[config.mk]
export PLATFORM = sky130hd
export DESIGN_NAME = nibble_serial_adder_ctrl
export DESIGN_NICKNAME = d
export VERILOG_FILES = /design/src/rtl/nibble_serial_adder_ctrl.sv
export SDC_FILE = /design/constraint.sdc
export NUM_CORES = 1
export LEC_CHECK = 0
export ABC_AREA = 1
export BUFFER_PORTS_ARGS = -buffer_cell sky130_fd_sc_hd__buf_2
export CAP_MARGIN = 30
export CORE_ASPECT_RATIO = 1.25
export CORE_MARGIN = 2
export CORE_UTILIZATION = 33
export DETAILED_ROUTE_END_ITERATION = 16
export MAX_ROUTING_LAYER = met4
export PLACE_DENSITY_LB_ADDON = 0.15
export SLEW_MARGIN = 20
export SYNTH_ARGS = -nofsm -noshare
export SYNTH_HDL_FRONTEND = slang
export SYNTH_SLANG_ARGS = --single-unit
[constraint.sdc]
create_clock -name clk -period 2.18 [get_ports clk]
set_input_delay 0.109 -clock clk [delete_from_list [all_inputs] [get_ports clk]]
set_output_delay 0.109 -clock clk [all_outputs]
set_load 0.01 [all_outputs]
[src/rtl/nibble_serial_adder_ctrl.sv]
// Multi-cycle WIDTH-bit adder controller: streams nibble pairs through an external
// combinational 4-bit full adder, chaining the carry, with valid/ready on both sides.
module nibble_serial_adder_ctrl #(
  parameter int WIDTH = 16
) (
  input  logic             clk,
  input  logic             rst_n,
  input  logic             in_valid,
  output logic             in_ready,
  input  logic [WIDTH-1:0] in_a,
  input  logic [WIDTH-1:0] in_b,
  input  logic             in_cin,
  output logic [3:0]       add_a,
  output logic [3:0]       add_b,
  output logic             add_cin,
  input  logic [3:0]       add_sum,
  input  logic             add_cout,
  output logic             out_valid,
  input  logic             out_ready,
  output logic [WIDTH-1:0] out_sum,
  output logic             out_cout,
  output logic             out_ovf
);
  localparam int NIB = WIDTH / 4;
  localparam int IW  = (NIB > 1) ? $clog2(NIB) : 1;
  localparam logic [IW-1:0] LAST = IW'(NIB - 1);

  typedef enum logic [1:0] {IDLE, RUN, DONE} state_t;

  state_t           state, state_nxt;
  logic [WIDTH-1:0] a_reg, b_reg;
  logic             carry;
  logic [IW-1:0]    idx;

  always_ff @(posedge clk) begin
    if (!rst_n) state <= IDLE;
    else        state <= state_nxt;
  end

  always_comb begin
    state_nxt = state;
    in_ready  = 1'b0;
    out_valid = 1'b0;
    add_a     = 4'h0;
    add_b     = 4'h0;
    add_cin   = 1'b0;
    unique case (state)
      IDLE: begin
        in_ready = 1'b1;
        if (in_valid) state_nxt = RUN;
      end
      RUN: begin
        add_a   = a_reg[4*idx +: 4];
        add_b   = b_reg[4*idx +: 4];
        add_cin = carry;
        if (idx == LAST) state_nxt = DONE;
      end
      DONE: begin
        out_valid = 1'b1;
        if (out_ready) state_nxt = IDLE;
      end
      default: state_nxt = IDLE;
    endcase
  end

  // Result registers only change on acceptance (clear) and while RUN (fill),
  // so a finished result stays readable after the consumer takes it.
  always_ff @(posedge clk) begin
    if (!rst_n) begin
      a_reg    <= '0;
      b_reg    <= '0;
      carry    <= 1'b0;
      idx      <= '0;
      out_sum  <= '0;
      out_cout <= 1'b0;
      out_ovf  <= 1'b0;
    end else begin
      unique case (state)
        IDLE: begin
          if (in_valid) begin
            a_reg   <= in_a;
            b_reg   <= in_b;
            carry   <= in_cin;
            idx     <= '0;
            out_sum <= '0;
          end
        end
        RUN: begin
          out_sum[4*idx +: 4] <= add_sum;
          carry               <= add_cout;
          if (idx == LAST) begin
            idx      <= '0;
            out_cout <= add_cout;
            out_ovf  <= (a_reg[WIDTH-1] == b_reg[WIDTH-1]) && (add_sum[3] != a_reg[WIDTH-1]);
          end else begin
            idx <= idx + 1'b1;
          end
        end
        default: ;
      endcase
    end
  end
endmodule

After elaboration in Yosys (flattened, before gate mapping)
Index checks and enable logic that the tools add are counted.
{"block": "word_totals", "regBits": 55, "inputBits": 42, "output_inout_bits": 29, "word_cells": 46}
{"block": "classes", "addsub": 2, "n_eq_ne": 8, "shifts": 4, "muxes": 17, "n_reduce_logical": 7}
{"op": "negator 4 -> 34 bit", "count": 1}
{"op": "variable shift 4 x 34 -> 16 bit, first input constant", "count": 1}
{"op": "variable part select 4 x 34 -> 16 bit", "count": 1}
{"op": "case mux 16 bit (2 select lines)", "count": 1}
{"op": "variable part select 16 x 5 -> 4 bit", "count": 2}
{"op": "bitwise mux 16 bit", "count": 1}
{"op": "2-to-1 mux 16 bit", "count": 1}
{"op": "2-to-1 mux 2 bit", "count": 5}
{"op": "2-to-1 mux 4 bit", "count": 2}
{"op": "!= test 2 bit, second input constant", "count": 3}
{"op": "case mux 2 bit (3 select lines)", "count": 1}
{"op": "AND reduction 2 bit", "count": 3}
{"op": "equality test 2 bit, second input constant", "count": 2}
{"op": "2-to-1 mux 1 bit", "count": 4}
{"op": "case mux 2 bit (2 select lines)", "count": 1}
{"op": "AND reduction 3 bit", "count": 1}
{"op": "adder 2 x 1 -> 2 bit, second input constant", "count": 1}
{"op": "equality test 2 x 1 -> 1 bit, second input constant", "count": 1}
{"op": "logical NOT 2 bit", "count": 1}
{"op": "case mux 1 bit (2 select lines)", "count": 1}
{"op": "nonzero test 2 bit", "count": 1}
{"op": "equality test 1 bit", "count": 1}
{"op": "logical AND 1 bit", "count": 1}
{"op": "!= test 1 bit", "count": 1}

Depth between registers and ports, before layout
Gate-level depths: netlist of the first run.
{"block": "depth", "depth_word": 4, "ltp_mapped": 8, "ltp_nobuf": 7}

Least setup slack after synthesis of the first run
OpenSTA, ideal clock, no wires.
{"block": "synth_path", "kind": "reg2reg", "from": "register idx[0]", "to": "register out_sum[4]", "arrival_time_ns": 1.518, "path_slack_ns": 0.591, "stages_incl_launch_ff": 8, "path_cell_list": "dfxtp_1 -> inv_1 -> clkbuf_1 -> ha_1 -> inv_1 -> nor2_1 -> nand2_1 -> a21oi_1"}
{"block": "synth_between", "elab_chain_cells": 4, "word_cells_on_any_way": 5, "classes_between": "add/sub: 1; shift: 2; mux: 2"}
{"item": "start, declared", "line": "33", "rtl": "logic [IW-1:0] idx;"}
{"item": "start signal, assigned", "line": "96", "rtl": "idx <= idx + 1'b1;"}
{"item": "negator 4 -> 34 bit *", "line": "89", "rtl": "out_sum[4*idx +: 4] <= add_sum;"}
{"item": "variable part select 4 x 34 -> 16 bit or variable shift 4 x 34 -> 16 bit (tied branches)", "line": "89"}
{"item": "bitwise mux 16 bit *", "line": "89"}
{"item": "case mux 16 bit (2 select lines) *", "line": "78", "rtl": "unique case (state)"}
{"item": "end signal, assigned by index", "line": "89"}
{"item": "end, declared", "line": "20", "rtl": "output logic [WIDTH-1:0] out_sum,"}
Every way passes the cells marked *; elsewhere a longest branch is shown, timed or not.
A chain may end at the register's enable or synchronous reset.

Final worst setup path of the first run
{"block": "layout_path", "from": "register idx[0]", "to": "output port add_a[0]"}
{"block": "layout_between", "elab_chain_cells": 2}
{"item": "variable part select 16 x 5 -> 4 bit", "line": "53", "rtl": "add_a = a_reg[4*idx +: 4];"}
{"item": "2-to-1 mux 4 bit", "line": "47", "rtl": "unique case (state)"}
{"item": "end, declared", "line": "13", "rtl": "output logic [3:0] add_a,"}
No other way between the ends.

==> impl.org, run 1 <==
** Power
- Cell area power density :: 660 nW/µm²
- IR analysis of the VDD net gives a maximum drop of 0.247 mV.
- Switching power as a share of total power :: 0.286
- Part of the total power dissipated in sequential elements :: 0.554
- Leakage power :: 1.36 nW
- The analysis attributes to net switching a power of 0.564 mW.
- Fraction of power consumed by combinational cells :: 0.167
- Cell Int Power :: 1.41 mW
- Relative contribution of the clock network to total power :: 0.280

** Floorplanning
- The die is 82.1 µm wide.
- Total die area :: 8340 µm²
- Effective utilization at floorplan :: 0.340
- Rows :: 35
- Top-level port count :: 71
- Measured along the y axis, the die boundary spans 102 µm.
- The total area inside the core boundary comes to 7400 µm².

** Synthesis
- After synthesis, the netlist uses 20 different library cells.
- Area share of and/or/nand/nor cells after synthesis :: 0.285
- Number of warnings reported in the yosys synthesis log :: 0
- Summing every instance area after synthesis gives 2510 µm².
- Top area cells in the synthesized netlist :: sky130_fd_sc_hd__dfxtp_1 (44%), sky130_fd_sc_hd__nor2_1 (13%), sky130_fd_sc_hd__o21ai_0 (7.8%)
- A synthesized cell averages 6.94 µm².
- The share of synthesized area in the top cell type comes to 0.438.
- Adder-cell area share of the yosys netlist :: 0.0299
- Yosys reg bits :: 55
- The compound-gate portion of the synthesized area was 0.163.
- Of the total synthesized cell area, the portion taken by XOR and XNOR cells is 0.
- Sequential element share of the synthesized area :: 0.438
- Measured against the total synthesized area, the mux share comes to 0.
- Main combinational cell family by area after synthesis :: simple AND/OR/NAND/NOR gates
- Instance count of the mapped netlist :: 362
- The number of nets in the synthesized netlist is 410.
- Post-synth top area cell :: sky130_fd_sc_hd__dfxtp_1

** Drt
- Once detail routing completed, the nets flagged for antenna violations numbered 0.
- In this run, the number of DRC markers left after iteration 0 of detailed routing was 101.
- The routed design has 6480 µm of wire.
- Via density per instance :: 4.73
- Detailed-route via count :: 2450
- For this run, the detailed router's first-pass iteration total came to 4.
- Post-route DRC :: 0
- Wire length per cell after detailed routing :: 12.5 µm

** Timing
- After layout, the minimum clock period comes to 1730 ps.
- Max-slew violation total from the final report :: 0
- Hold timing on the final database bottoms out at a slack of 39.2 ps.
- Top achievable clock speed :: 576 MHz
- Setup repair after global routing left no endpoint under its margin.
- Headroom to the max-slew limit :: 0.540
- Setup TNS :: 0 ps
- The total count of hold-check failures in the final report is 0.
- On the final layout, the worst clock skew is 4.16 ps.
- At the pin with the least slew margin, the transition time is 689 ps.
- Setup slack on the critical path of the routed design comes to 445 ps.
- Finish-stage setup viols :: 0
- Tcrit/Tclk final :: 0.796

** Critical path
- At the worst endpoint, the arrival time is 1630 ps.
- STA classifies the critical path endpoint as an output pin.
- STA classifies the critical path startpoint as a flop.
- STA puts the critical path data required time at 2070 ps.
- Type of the setup path with the least slack :: reg2out
- Along the worst path, the maximum fanout reaches 34.

** CTS
- Clock transition at the register clock pins on the worst setup and hold paths after CTS :: 100 ps
- Clock tree synthesis found a total of 55 sinks.
- The later pin in the worst-skew pair is clocked with a latency of 310 ps.
- CTS built an H-tree with a depth of 2.
- Counting the buffers created by CTS gives 5.
- The tree is rooted in a sky130_fd_sc_hd__clkbuf_8.
- Max Buffers Root-to-Sink :: 2
- Total of cells resized after clock tree synthesis :: 0
- The number of hold buffers added after CTS was 0.
- Number of buffers inserted to repair setup after CTS :: 0
- TritonCTS built the clock tree.

** GRT
- Initial antenna violation count :: 0
- Global-route total usage across every layer :: 0.173
- Number of global-route vias before repair :: 2397
- The first global-routing pass estimated 10800 µm of wire.
- Maximum number of pins on one net before global-route repair :: 37
- Final global-route overflow total :: 0

** Placement
- Prior to clock tree synthesis, the placed netlist has a worst setup slack of 549 ps.
- After legalization and detailed placement, the total HPWL measured 4690 µm.
- Including well taps, the total number of placed cells is 510.
- Routability-driven placement finished with a final weighted congestion of 0.798.
- Port bufs :: 70

** Status
- The flow ran to the end, and the final reports show no timing, DRC or antenna violations.

** Layout
- Relative to the synthesized area, the layout overhead comes to 19.0%.
- Share of layout cells above drive strength 1 :: 0.209
- Area of the multi-input gates :: 1200 µm²
- Final-layout fill cell count :: 817
- Leaving out filler cells and counting taps, the final layout contains 518.
- Measured on the finished design, the core utilization comes to 0.404.
- Nets@finish :: 473
- Number of diodes :: 0
- Footprint of the flip-flops and latches :: 1100 µm²

** Flow run
- Reported max-cap violation count :: 0

** Worst hold path
- Type of the tightest min-delay check :: in2reg
==> Yosys cell counts <==
cell	instances
sky130_fd_sc_hd__inv_1	26
sky130_fd_sc_hd__a21oi_2	1
sky130_fd_sc_hd__buf_4	2
sky130_fd_sc_hd__nor2_4	1
sky130_fd_sc_hd__nand3b_1	1
sky130_fd_sc_hd__dfxtp_1	55
sky130_fd_sc_hd__nand3_1	29
sky130_fd_sc_hd__inv_2	2
sky130_fd_sc_hd__nand2_2	1
sky130_fd_sc_hd__nor2_2	2
sky130_fd_sc_hd__a21oi_1	38
sky130_fd_sc_hd__clkbuf_1	9
sky130_fd_sc_hd__nor2_1	88
sky130_fd_sc_hd__o21ai_0	39
sky130_fd_sc_hd__buf_6	3
sky130_fd_sc_hd__o211ai_1	2
sky130_fd_sc_hd__nand2_4	1
sky130_fd_sc_hd__nand2_1	51
sky130_fd_sc_hd__ha_1	6
sky130_fd_sc_hd__buf_2	5
==> path summary, 6_finish.rpt <==
check | from | endpoint | slack (ps) | depth (start not counted)
min reg2reg | b_reg[4]$_SDFFE_PN0P_ | b_reg[4]$_SDFFE_PN0P_ | 460 | 2
max reg2reg | idx[0]$_SDFFE_PN0P_ | out_sum[6]$_SDFFE_PN0P_ | 540 | 6
min | in_a[0] | a_reg[0]$_SDFFE_PN0P_ | 40 | 3
max | idx[0]$_SDFFE_PN0P_ | add_a[0] | 450 | 6
==> metal layers <==
layer / vias to the layer above / GRT usage / part of all wire / routed length [µm]
met5: - / - / 0 / 0
met1: 1106 / 0.185 / 0.44 / 2820
met2: 55 / 0.319 / 0.52 / 3340
li1: 1282 / - / - / -
met3: 7 / 0.0276 / 0.037 / 240
met4: 0 / 0.0538 / 0.012 / 77
==> through the flow <==
stage               power, mW  cell area (µm²)
global route             2.09             2990
detailed placement       1.45             2910
global placement         1.45             2910
CTS                      2.00             2990
finish                   1.97             2990
floorplan                1.35             2510
==> power by group through the flow <==
stage / clock (mW) / sequential, mW / combinational (mW)
2_1_floorplan: 0 / 1.11 / 0.235
6_report: 0.552 / 1.09 / 0.329
5_1_grt: 0.612 / 1.10 / 0.381
3_5_place_dp: 0 / 1.12 / 0.332
3_3_place_gp: 0 / 1.12 / 0.331
4_1_cts: 0.573 / 1.09 / 0.334
==> critical path: stages (launching register included) <==
cell                      delay [ps]
sky130_fd_sc_hd__dfxtp_1         340
sky130_fd_sc_hd__buf_4           330
sky130_fd_sc_hd__nor2_1           80
sky130_fd_sc_hd__nor2_1           80
sky130_fd_sc_hd__o21ai_0         140
sky130_fd_sc_hd__a21oi_1         180
sky130_fd_sc_hd__buf_2           160
==> cell families after synthesis <==
family	Yosys count
flip-flops	55
AND/OR/NAND/NOR	174
adder cells (fa/ha/maj)	6
AO/OA/AOI/OAI	80
buffers and inverters	47
==> cell type report <==
type | instances | area share
Clock buffer | 7 | 0.0255
Timing Repair Buffer | 75 | 0.130
Multi-Input combinational cell | 260 | 0.401
Inverter | 28 | 0.0351
Clock inverter | 1 | 0.00167
Sequential cell | 55 | 0.368
Tap cell | 92 | 0.0385
==> layout by cell type, fill, tap and decap left out, drive strengths merged <==
cell and instances:
clkbuf 7, nand2 53, nor2 91, clkinv 1, o21ai 39, nand3 29
a21oi 39, buf 75, dfxtp 55, ha 6, nand3b 1, o211ai 2
inv 28
Power figures use the tool's default switching activity.
==> run 2: changes to the inputs <==
--- a/config.mk
+++ b/config.mk
@@ -5,7 +5,7 @@
 export SDC_FILE = /design/constraint.sdc
 export NUM_CORES = 1
 export LEC_CHECK = 0
-export ABC_AREA = 1
+export ABC_AREA = 0
 export BUFFER_PORTS_ARGS = -buffer_cell sky130_fd_sc_hd__buf_2
 export CAP_MARGIN = 30
 export CORE_ASPECT_RATIO = 1.25
==> constraint.sdc (replaced) <==
create_clock -name clk -period 1.55 [get_ports clk]
set_input_delay 0.0775 -clock clk [delete_from_list [all_inputs] [get_ports clk]]
set_output_delay 0.0775 -clock clk [all_outputs]
set_load 0.01 [all_outputs]
==> run 2 against run 1 <==
The flow now finishes with violations (negative setup slack). Via count is 8.7% lower. First-iteration DRC count is 30% lower. Register-to-register slack got worse by 550 ps. Clock skew increased by 1.6 ps. Critical endpoint is now add_a[1].
==> impl.org, run 2 <==
** CTS
- The clock transition time at the flip-flop clock pins of the worst setup and hold paths came to 90 ps (was 100 ps).
- Clock buffers created by TritonCTS :: 5 (unchanged)
- The clock insertion delay at the later pin of the skew report was 310 ps (about the same).
- Clock tree from TritonCTS :: done (unchanged)
- Max Buffers Root-to-Sink :: 2 (unchanged)
- Clock sink count :: 55 (unchanged)
- The number of H-tree levels was 2 (unchanged).
- Clock Tree Root :: sky130_fd_sc_hd__clkbuf_8 (unchanged)

** Floorplanning
- Effective utilization at floorplan :: 0.335 (was 0.340)
- Top-level port count :: 71 (unchanged)
- Total die area :: 8090 µm² (was 8340 µm²)
- The x dimension of the die was 80.9 µm (was 82.1 µm).
- The area of the core came to 7270 µm² (was 7400 µm²).
- The chip height was 100 µm (was 102 µm).
- The number of core rows is 35 (unchanged).

** Synthesis
- The compound-gate portion of the synthesized area was 0.176 (was 0.163).
- The most frequent cell after synthesis is sky130_fd_sc_hd__nand2_1 (was sky130_fd_sc_hd__nor2_1).
- The number of flops mapped to enable cells by yosys is 0 (unchanged).
- Top area cells in the synthesized netlist :: sky130_fd_sc_hd__dfxtp_1 (45%), sky130_fd_sc_hd__nand2_1 (14%), sky130_fd_sc_hd__a21boi_0 (7.4%) (was sky130_fd_sc_hd__dfxtp_1 (44%), sky130_fd_sc_hd__nor2_1 (13%), sky130_fd_sc_hd__o21ai_0 (7.8%))
- The netlist area before placement was 2440 µm² (was 2510 µm²).
- The number of register bits inferred by synthesis came to 55 (unchanged).
- Area share of and/or/nand/nor cells after synthesis :: 0.226 (was 0.285)
- Yosys top cell area share :: 0.452 (was 0.438)
- Mux cell area share after synthesis :: 0.0739 (was 0)
- Number of warnings reported in the yosys synthesis log :: 0 (unchanged)
- The most frequently used flop master after synthesis is sky130_fd_sc_hd__dfxtp_1 (unchanged).
- Main combinational cell family by area after synthesis :: simple AND/OR/NAND/NOR gates (unchanged)
- The synthesized instance count was 277 (was 362).
- The portion of the post-synthesis area used by sequential elements is 0.452 (was 0.438).
- Leading cell types by count after synthesis: sky130_fd_sc_hd__nand2_1 (92), sky130_fd_sc_hd__dfxtp_1 (55), sky130_fd_sc_hd__a21boi_0 (24), sky130_fd_sc_hd__o22ai_1 (17) (was sky130_fd_sc_hd__nor2_1 (88), sky130_fd_sc_hd__dfxtp_1 (55), sky130_fd_sc_hd__nand2_1 (51), sky130_fd_sc_hd__o21ai_0 (39), sky130_fd_sc_hd__a21oi_1 (38)).
- Adder-cell area share of the yosys netlist :: 0.0308 (was 0.0299)
- The xor/xnor cell area share of the yosys netlist came to 0 (unchanged).
- Post-synth top area cell :: sky130_fd_sc_hd__dfxtp_1 (unchanged)
- Count of distinct cell types in the synthesized netlist :: 31 (was 20)
- The number of nets in the synthesized netlist is 325 (was 410).
- The share of async-settable or async-resettable flops after synthesis came to 0 (unchanged).
- Avg Inst Size Synth :: 8.80 µm² (was 6.94 µm²)

** Placement
- The half-perimeter wire length after placement is 4360 µm (was 4690 µm).
- The post-place setup slack is 122 ps (was 549 ps).
- Port bufs :: 70 (unchanged)
- Routability Congestion :: 0.747 (was 0.798)

** Layout
- Commonest cells after routing, fill and taps aside: sky130_fd_sc_hd__nand2_1 (92), sky130_fd_sc_hd__buf_2 (62), sky130_fd_sc_hd__dfxtp_1 (52) (was sky130_fd_sc_hd__nor2_1 (88), sky130_fd_sc_hd__buf_2 (70), sky130_fd_sc_hd__dfxtp_1 (55)).
- The multi-input gate area in the final layout was 1330 µm² (was 1200 µm²).
- Nets@finish :: 431 (was 473)
- The total of fill cells in the finished design was 763 (was 817).
- The area added between synthesis and finish came to 43.7% (was 19.0%).
- The most common cell after layout, fill and taps aside is sky130_fd_sc_hd__nand2_1 (was sky130_fd_sc_hd__nor2_1).
- The area used by sequential logic in the layout came to 1110 µm² (was 1100 µm²).
- Share of layout cells above drive strength 1 :: 0.362 (was 0.209)
- Fraction of the core area covered by cells at the end of the flow :: 0.482 (was 0.404)
- The number of antenna repair diodes came to 0 (unchanged).

** Critical path
- Required arrival time at the worst endpoint :: 1470 ps (was 2070 ps)
- The depth of the worst register-to-register path was 6 (unchanged).
- The destination of the worst register-to-register timing path is out_sum[10]$_SDFFE_PN0P_ (was out_sum[6]$_SDFFE_PN0P_).
- The data arrival time of the critical path was 1550 ps (was 1630 ps).
- The sort of element at the end of the critical path was an output pin (unchanged).
- Biggest fanout along the worst timing path :: 4 (was 34)
- The category of the critical setup timing path was reg2out (unchanged).
- Reg2Reg Launch Point :: idx[0]$_SDFFE_PN0P_ (unchanged)
- Type of element launching the critical path :: flop (unchanged)
- Register-to-register setup slack :: -10 ps (was 540 ps)

** Drt
- The amount of wire on met2 after detailed routing is 3120 µm (was 3340 µm).
- Top routing layer in use :: met4 (unchanged)
- Met1 WL :: 2760 µm (was 2820 µm)
- Detailed-route via count :: 2236 (was 2450)
- The number of DRC markers in iteration 0 came to 71 (was 101).
- The remaining routing DRC violations is 0 (unchanged).
- Wire length per cell after detailed routing :: 13.0 µm (was 12.5 µm)
- Pre-Repair DR Iteration Count :: 4 (unchanged)
- Met3 wire length :: 237 µm (was 240 µm)
- The residual antenna-violating net count after detailed routing is 0 (unchanged).
- WL final :: 6200 µm (was 6480 µm)
- The routed via count divided by cell count was 4.70 (was 4.73).

** Timing
- RSZ-0062 raised after global routing :: true (was false)
- The worst path in the final design needs a cycle of 1630 ps, including I/O delays and setup.
- Transition at the pin with the smallest max-transition slack :: 367 ps (was 689 ps)
- The smallest setup slack after layout came to -81.7 ps (was 445 ps).
- The worst slew slack as a fraction of its limit came to 0.756 (was 0.540).
- The number of max-slew violations in the final report came to 0 (unchanged).
- Top achievable clock speed :: 613 MHz
- Dividing the final minimum period by the clock period gives 1.05.
- Worst clock skew :: 5.73 ps (was 4.16 ps)
- The number of setup violations in the final report was 10 (was 0).
- Endpoints failing hold :: 0 (unchanged)

** GRT
- The initial antenna violation count came to 0 (unchanged).
- The first-pass GRT wire length is 9810 µm (was 10800 µm).
- Global-route total usage across every layer :: 0.159 (was 0.173)
- The via count of the first global-routing pass was 2089 (was 2397).
- Maximum number of pins on one net before global-route repair :: 33 (was 37)
- Final global-route overflow total :: 0 (unchanged)

** Worst hold path
- The worst min-delay path startpoint is in_a[2] (was in_a[0]).
- The path type of the worst min-delay path is in2reg (unchanged).
- Number of cells on the worst hold path :: 3 (unchanged)
- End of the worst hold path :: a_reg[2]$_SDFFE_PN0P_ (was a_reg[0]$_SDFFE_PN0P_)

** Power
- Leakage power :: 1.47 nW (was 1.36 nW)
- The peak ir drop on the vdd network is 0.435 mV (was 0.247 mV).
- The power density over the cells was 795 nW/µm² (was 660 nW/µm²).

** Status
- Run status :: finished with violations (was complete, no violations)
- The final reports fail on negative setup slack.

** Flow run
- The max-capacitance violation count was 0 (unchanged).
## run 2: changes by cell type in the layout (fill, tap and decap cells not counted), sizes merged, moves of 3 or more
| cell | before | now |
|---|---|---|
| o22ai | 0 | 17 |
| and2 | 0 | 9 |
| nand2b | 0 | 3 |
| nand2 | 53 | 92 |
| buf | 75 | 96 |
| nand3 | 29 | 4 |
| a21boi | 0 | 35 |
| inv | 28 | 5 |
| nor2 | 91 | 3 |
| a21oi | 39 | 6 |
| o21ai | 39 | 1 |
| dlygate4sd3 | 0 | 21 |
| mux4 | 0 | 8 |
## run 2: final cells by class
cell class,count,area share
Clock buffer,6,0.0207
Clock inverter,2,0.00500
Inverter,5,0.00607
Multi-Input combinational cell,199,0.379
Sequential cell,55,0.316
Tap cell,92,0.0329
Timing Repair Buffer,117,0.240
## run 2: critical path: stages, from the launching register on
cell and delay, ps:
sky130_fd_sc_hd__dfxtp_4 380, sky130_fd_sc_hd__buf_4 110, sky130_fd_sc_hd__mux4_2 490, sky130_fd_sc_hd__and2_4 160, sky130_fd_sc_hd__buf_6 110
## run 2: worst max-delay path by stage
stage,endpoint,startpoint,slack (ps),cells after the start
2_1_floorplan,out_sum[10]$_SDFFE_PN0P_,idx[1]$_SDFFE_PN0P_,20,6
3_3_place_gp,out_sum[8]$_SDFFE_PN0P_,idx[0]$_SDFFE_PN0P_,140,5
3_5_place_dp,out_sum[8]$_SDFFE_PN0P_,idx[0]$_SDFFE_PN0P_,120,5
4_1_cts,add_b[1],idx[1]$_SDFFE_PN0P_,-110,4
5_1_grt,add_b[3],idx[1]$_SDFFE_PN0P_,-130,4
6_report,add_a[1],idx[0]$_SDFFE_PN0P_,-80,4
## run 2: cell families after synthesis
family	count (synthesis)
compound gates	62
buf+inv	23
simple gates	123
flops	55
mux	8
fa+ha+maj	6
## run 2: routing by layer
layer	vias to the layer above	GRT usage
li1	1146	-
met1	1037	0.200
met2	43	0.261
met3	10	0.0279
met4	0	0.0469
met5	-	-
## run 2: report_power, final
| part | internal (mW) | leakage (nW) | switching, mW |
|---|---|---|---|
| logic | 0.260 | 0.975 | 0.222 |
| registers | 1.47 | 0.450 | 0.0347 |
| clock network | 0.326 | 0.0454 | 0.471 |
| total | 2.06 | 1.47 | 0.728 |
## run 2: per-stage QoR
stage               instances  cell area [µm²]  total power [mW]  TNS, ps  hold WS, ps
detailed placement        441             3020              1.94        0          324
finish                    476             3500              2.79     -566         8.81
global route              476             3500              2.93    -1090         1.89
floorplan                 277             2460              1.77        0          212
CTS                       475             3420              2.82     -781         1.55
global placement          441             3020              1.94        0          322
## run 2: repair_timing
action	CTS	global route
resized for setup	16	17
cloned	0	0
hold buffers	21	0
buffers inserted	5	1
pin swaps	8	1
setup endpoints to repair	9	18
hold endpoints to repair	21	0
==> run 3: changes to the inputs <==
--- a/config.mk
+++ b/config.mk
@@ -5,7 +5,7 @@
 export SDC_FILE = /design/constraint.sdc
 export NUM_CORES = 1
 export LEC_CHECK = 0
-export ABC_AREA = 0
+export ABC_AREA = 1
 export BUFFER_PORTS_ARGS = -buffer_cell sky130_fd_sc_hd__buf_2
 export CAP_MARGIN = 30
 export CORE_ASPECT_RATIO = 1.25
==> run 3 against run 2 <==
The flow now finishes without violations. Total power up 3.0%. Critical endpoint is now add_a[0]. Via count increased by 12%. Cell area fell by 9.5%. Sequential power increased by 3%. Final cell count is 11% higher.
==> impl.org, run 3 (same netlist as run 1, synthesis figures left out) <==
** Layout
- Area overhead of the layout relative to synthesis :: 26.2% (was 43.7%)
- The number of nets in the final layout came to 485 (was 431).
- Commonest cells after routing, fill and taps aside: sky130_fd_sc_hd__nor2_1 (84), sky130_fd_sc_hd__buf_2 (70), sky130_fd_sc_hd__dfxtp_1 (52) (was sky130_fd_sc_hd__nand2_1 (92), sky130_fd_sc_hd__buf_2 (62), sky130_fd_sc_hd__dfxtp_1 (52)).
- The most common cell after layout, fill and taps aside is sky130_fd_sc_hd__nor2_1 (was sky130_fd_sc_hd__nand2_1).
- The total of fill cells in the finished design was 825 (was 763).
- The fraction of layout instances using a drive strength above 1 is 0.263 (was 0.362).
- Count of non-filler cells in the finished layout :: 530 (was 476)
- The number of antenna repair diodes came to 0 (unchanged).

** Floorplanning
- The x dimension of the die came to 82.1 µm (was 80.9 µm).
- The overall die area is 8340 µm² (was 8090 µm²).
- The initial core utilization was 0.340 (was 0.335).
- Top-level port count :: 71 (unchanged)
- Core footprint :: 7400 µm² (was 7270 µm²)
- The number of core rows came to 35 (unchanged).
- DIE HEIGHT :: 102 µm (was 100 µm)

** Timing
- The number of setup violations in the final report is 0 (was 10).
- Top achievable clock speed :: 676 MHz (was 613 MHz)
- Time the final worst path needs with I/O delays and setup :: 1480 ps (was 1630 ps)
- The transition at the pin with the smallest max-transition slack came to 382 ps (was 367 ps).
- Headroom to the max-slew limit :: 0.745 (was 0.756)
- RSZ-0062 raised after global routing :: true (unchanged)
- The fraction of the cycle the final worst path needs came to 0.955 (was 1.05).
- Max-slew violation total from the final report :: 0 (unchanged)
- The largest clock skew in the final design came to 8.87 ps (was 5.73 ps).
- The total count of hold-check failures in the final report was 0 (unchanged).

** CTS
- Post-CTS Hold Buffers :: 0 (was 21)
- The clock transition time at the flip-flop clock pins of the worst setup and hold paths was 110 ps (was 90 ps).
- Clock sink count :: 55 (unchanged)
- The number of buffers inserted during clock tree synthesis is 5 (unchanged).
- The number of H-tree levels is 2 (unchanged).
- The clock root buffer was sky130_fd_sc_hd__clkbuf_8 (unchanged).
- Clock insertion delay at the later pin of the skew report :: 310 ps (about the same)
- The clock tree from TritonCTS was done (unchanged).
- The maximum number of buffers from clock root to sink is 2 (unchanged).

** GRT
- The largest net degree at the start of global routing was 32 (was 33).
- Global-route total usage across every layer :: 0.169 (was 0.159)
- The total grt overflow came to 0 (unchanged).
- Initial antenna violation count :: 0 (unchanged)
- First-pass GRT wire length :: 10600 µm (was 9810 µm)
- The via count of the first global-routing pass is 2425 (was 2089).

** Power
- Fraction of power consumed by combinational cells :: 0.184 (was 0.173)
- Relative contribution of the clock network to total power :: 0.276 (was 0.286)
- The sequential cell fraction of total power is 0.540 (was 0.541).
- Cell Int Power :: 2.03 mW (was 2.06 mW)
- The leakage power was 1.45 nW (was 1.47 nW).
- The peak ir drop on the vdd network was 0.419 mV (was 0.435 mV).
- Final Total Pwr :: 2.87 mW (was 2.79 mW)
- The switching part of the total was 0.293 (was 0.261).
- Sw Pwr :: 0.842 mW (was 0.728 mW)
- The power density over the cells is 905 nW/µm² (was 795 nW/µm²).

** Status
- Run status: complete, no violations (was finished with violations).

** Drt
- Detailed-route via count :: 2510 (was 2236)
- The routed via count divided by cell count is 4.74 (was 4.70).
- The first-pass iteration count of the detailed router came to 6 (was 4).
- The residual antenna-violating net count after detailed routing was 0 (unchanged).
- Post-route DRC :: 0 (unchanged)
- The detailed-route wire length came to 6720 µm (was 6200 µm).
- The number of DRC markers in iteration 0 was 74 (was 71).
- The post-detailed-route wirelength per cell is 12.7 µm (was 13.0 µm).

** Placement
- Number of instances in the placed design :: 519 (was 441)
- The half-perimeter wire length after placement was 5010 µm (was 4360 µm).
- The count of buffers from port buffering is 70 (unchanged).
- Routability Congestion :: 0.818 (was 0.747)

** Critical path
- The required time at the endpoint of the critical path is 1470 ps (about the same).
- Startpoint of the most critical setup path :: idx[0]$_SDFFE_PN0P_ (unchanged)
- FF-to-FF End :: out_sum[4]$_SDFFE_PN0P_ (was out_sum[10]$_SDFFE_PN0P_)
- The worst flop-to-flop path startpoint is idx[0]$_SDFFE_PN0P_ (unchanged).
- The termination of the worst setup path is add_a[0] (was add_a[1]).
- The sort of element at the end of the critical path is an output pin (unchanged).
- The depth of the worst register-to-register path is 6 (unchanged).
- Biggest fanout along the worst timing path :: 7 (was 4)
- Type of element launching the critical path :: flop (unchanged)
- The data arrival time of the critical path is 1400 ps (was 1550 ps).
- The category of the critical setup timing path is reg2out (unchanged).
- Register-to-register setup slack :: 100 ps (was -10 ps)

** Worst hold path
- The path type of the worst min-delay path is in2reg (unchanged).
- Number of cells on the worst hold path :: 3 (unchanged)

** Flow run
- The max-capacitance violation count is 0 (unchanged).
-- run 3: what timing repair did --
| action | 4_1_cts | 5_1_grt |
|---|---|---|
| cloned | 0 | 2 |
| pin swaps | 0 | 6 |
| resized for setup | 6 | 15 |
| buffers inserted | 0 | 1 |
| endpoints found under the setup margin | 8 | 13 |
-- run 3: routing by layer --
metal	vias to the layer above	share of wire	GRT usage
met1	1133	0.44	0.198
met2	57	0.51	0.296
met4	0	0.0076	0.0449
met3	6	0.040	0.0294
li1	1314	-	-
met5	-	0	-
-- run 3: final cells by class --
class                   count  area, µm²  share of cell area
multi-input cells         260       1230               0.389
well taps                  92        115              0.0363
clock inverters             3       15.0             0.00473
clock buffers               5       68.8              0.0217
inverters                  28        105              0.0331
repair buffers             87        526               0.166
flip-flops and latches     55       1110               0.349
-- run 3: critical path, stage by stage (launching register included) --
cell and delay (ps):
sky130_fd_sc_hd__dfxtp_4 430, sky130_fd_sc_hd__clkbuf_16 170, sky130_fd_sc_hd__nor2_1 40, sky130_fd_sc_hd__nor2_1 70, sky130_fd_sc_hd__o21ai_1 90, sky130_fd_sc_hd__a21oi_1 140
sky130_fd_sc_hd__buf_2 150
-- run 3: power groups by stage --
stage	logic, mW	clock network, mW	registers [mW]
2_1_floorplan	0.335	0	1.56
6_report	0.528	0.793	1.55
5_1_grt	0.602	0.868	1.56
3_3_place_gp	0.493	0	1.57
4_1_cts	0.504	0.816	1.54
3_5_place_dp	0.497	0	1.58
-- run 3: how the worst min path moves through the flow --
stage | from | endpoint
6_report | in_a[12] | a_reg[12]$_SDFFE_PN0P_
5_1_grt | in_a[12] | a_reg[12]$_SDFFE_PN0P_
4_1_cts | in_a[12] | a_reg[12]$_SDFFE_PN0P_
3_5_place_dp | in_a[12] | a_reg[12]$_SDFFE_PN0P_
3_3_place_gp | in_b[13] | b_reg[13]$_SDFFE_PN0P_
2_1_floorplan | rst_n | b_reg[4]$_SDFFE_PN0P_
-- run 3: per-stage QoR --
step | area [µm²] | TNS [ps] | hold slack [ps] | worst slack (ps) | util
5_1_grt | 3170 | -115 | 14.7 | -35.3 | 0.429
3_3_place_gp | 2990 | 0 | 325 | 227 | 0.404
6_report | 3170 | 0 | 12.8 | 69.9 | 0.429
4_1_cts | 3090 | 0 | 11.1 | 3.62 | 0.417
2_1_floorplan | 2530 | 0 | 216 | 6.88 | -
3_5_place_dp | 2990 | 0 | 331 | 176 | 0.404
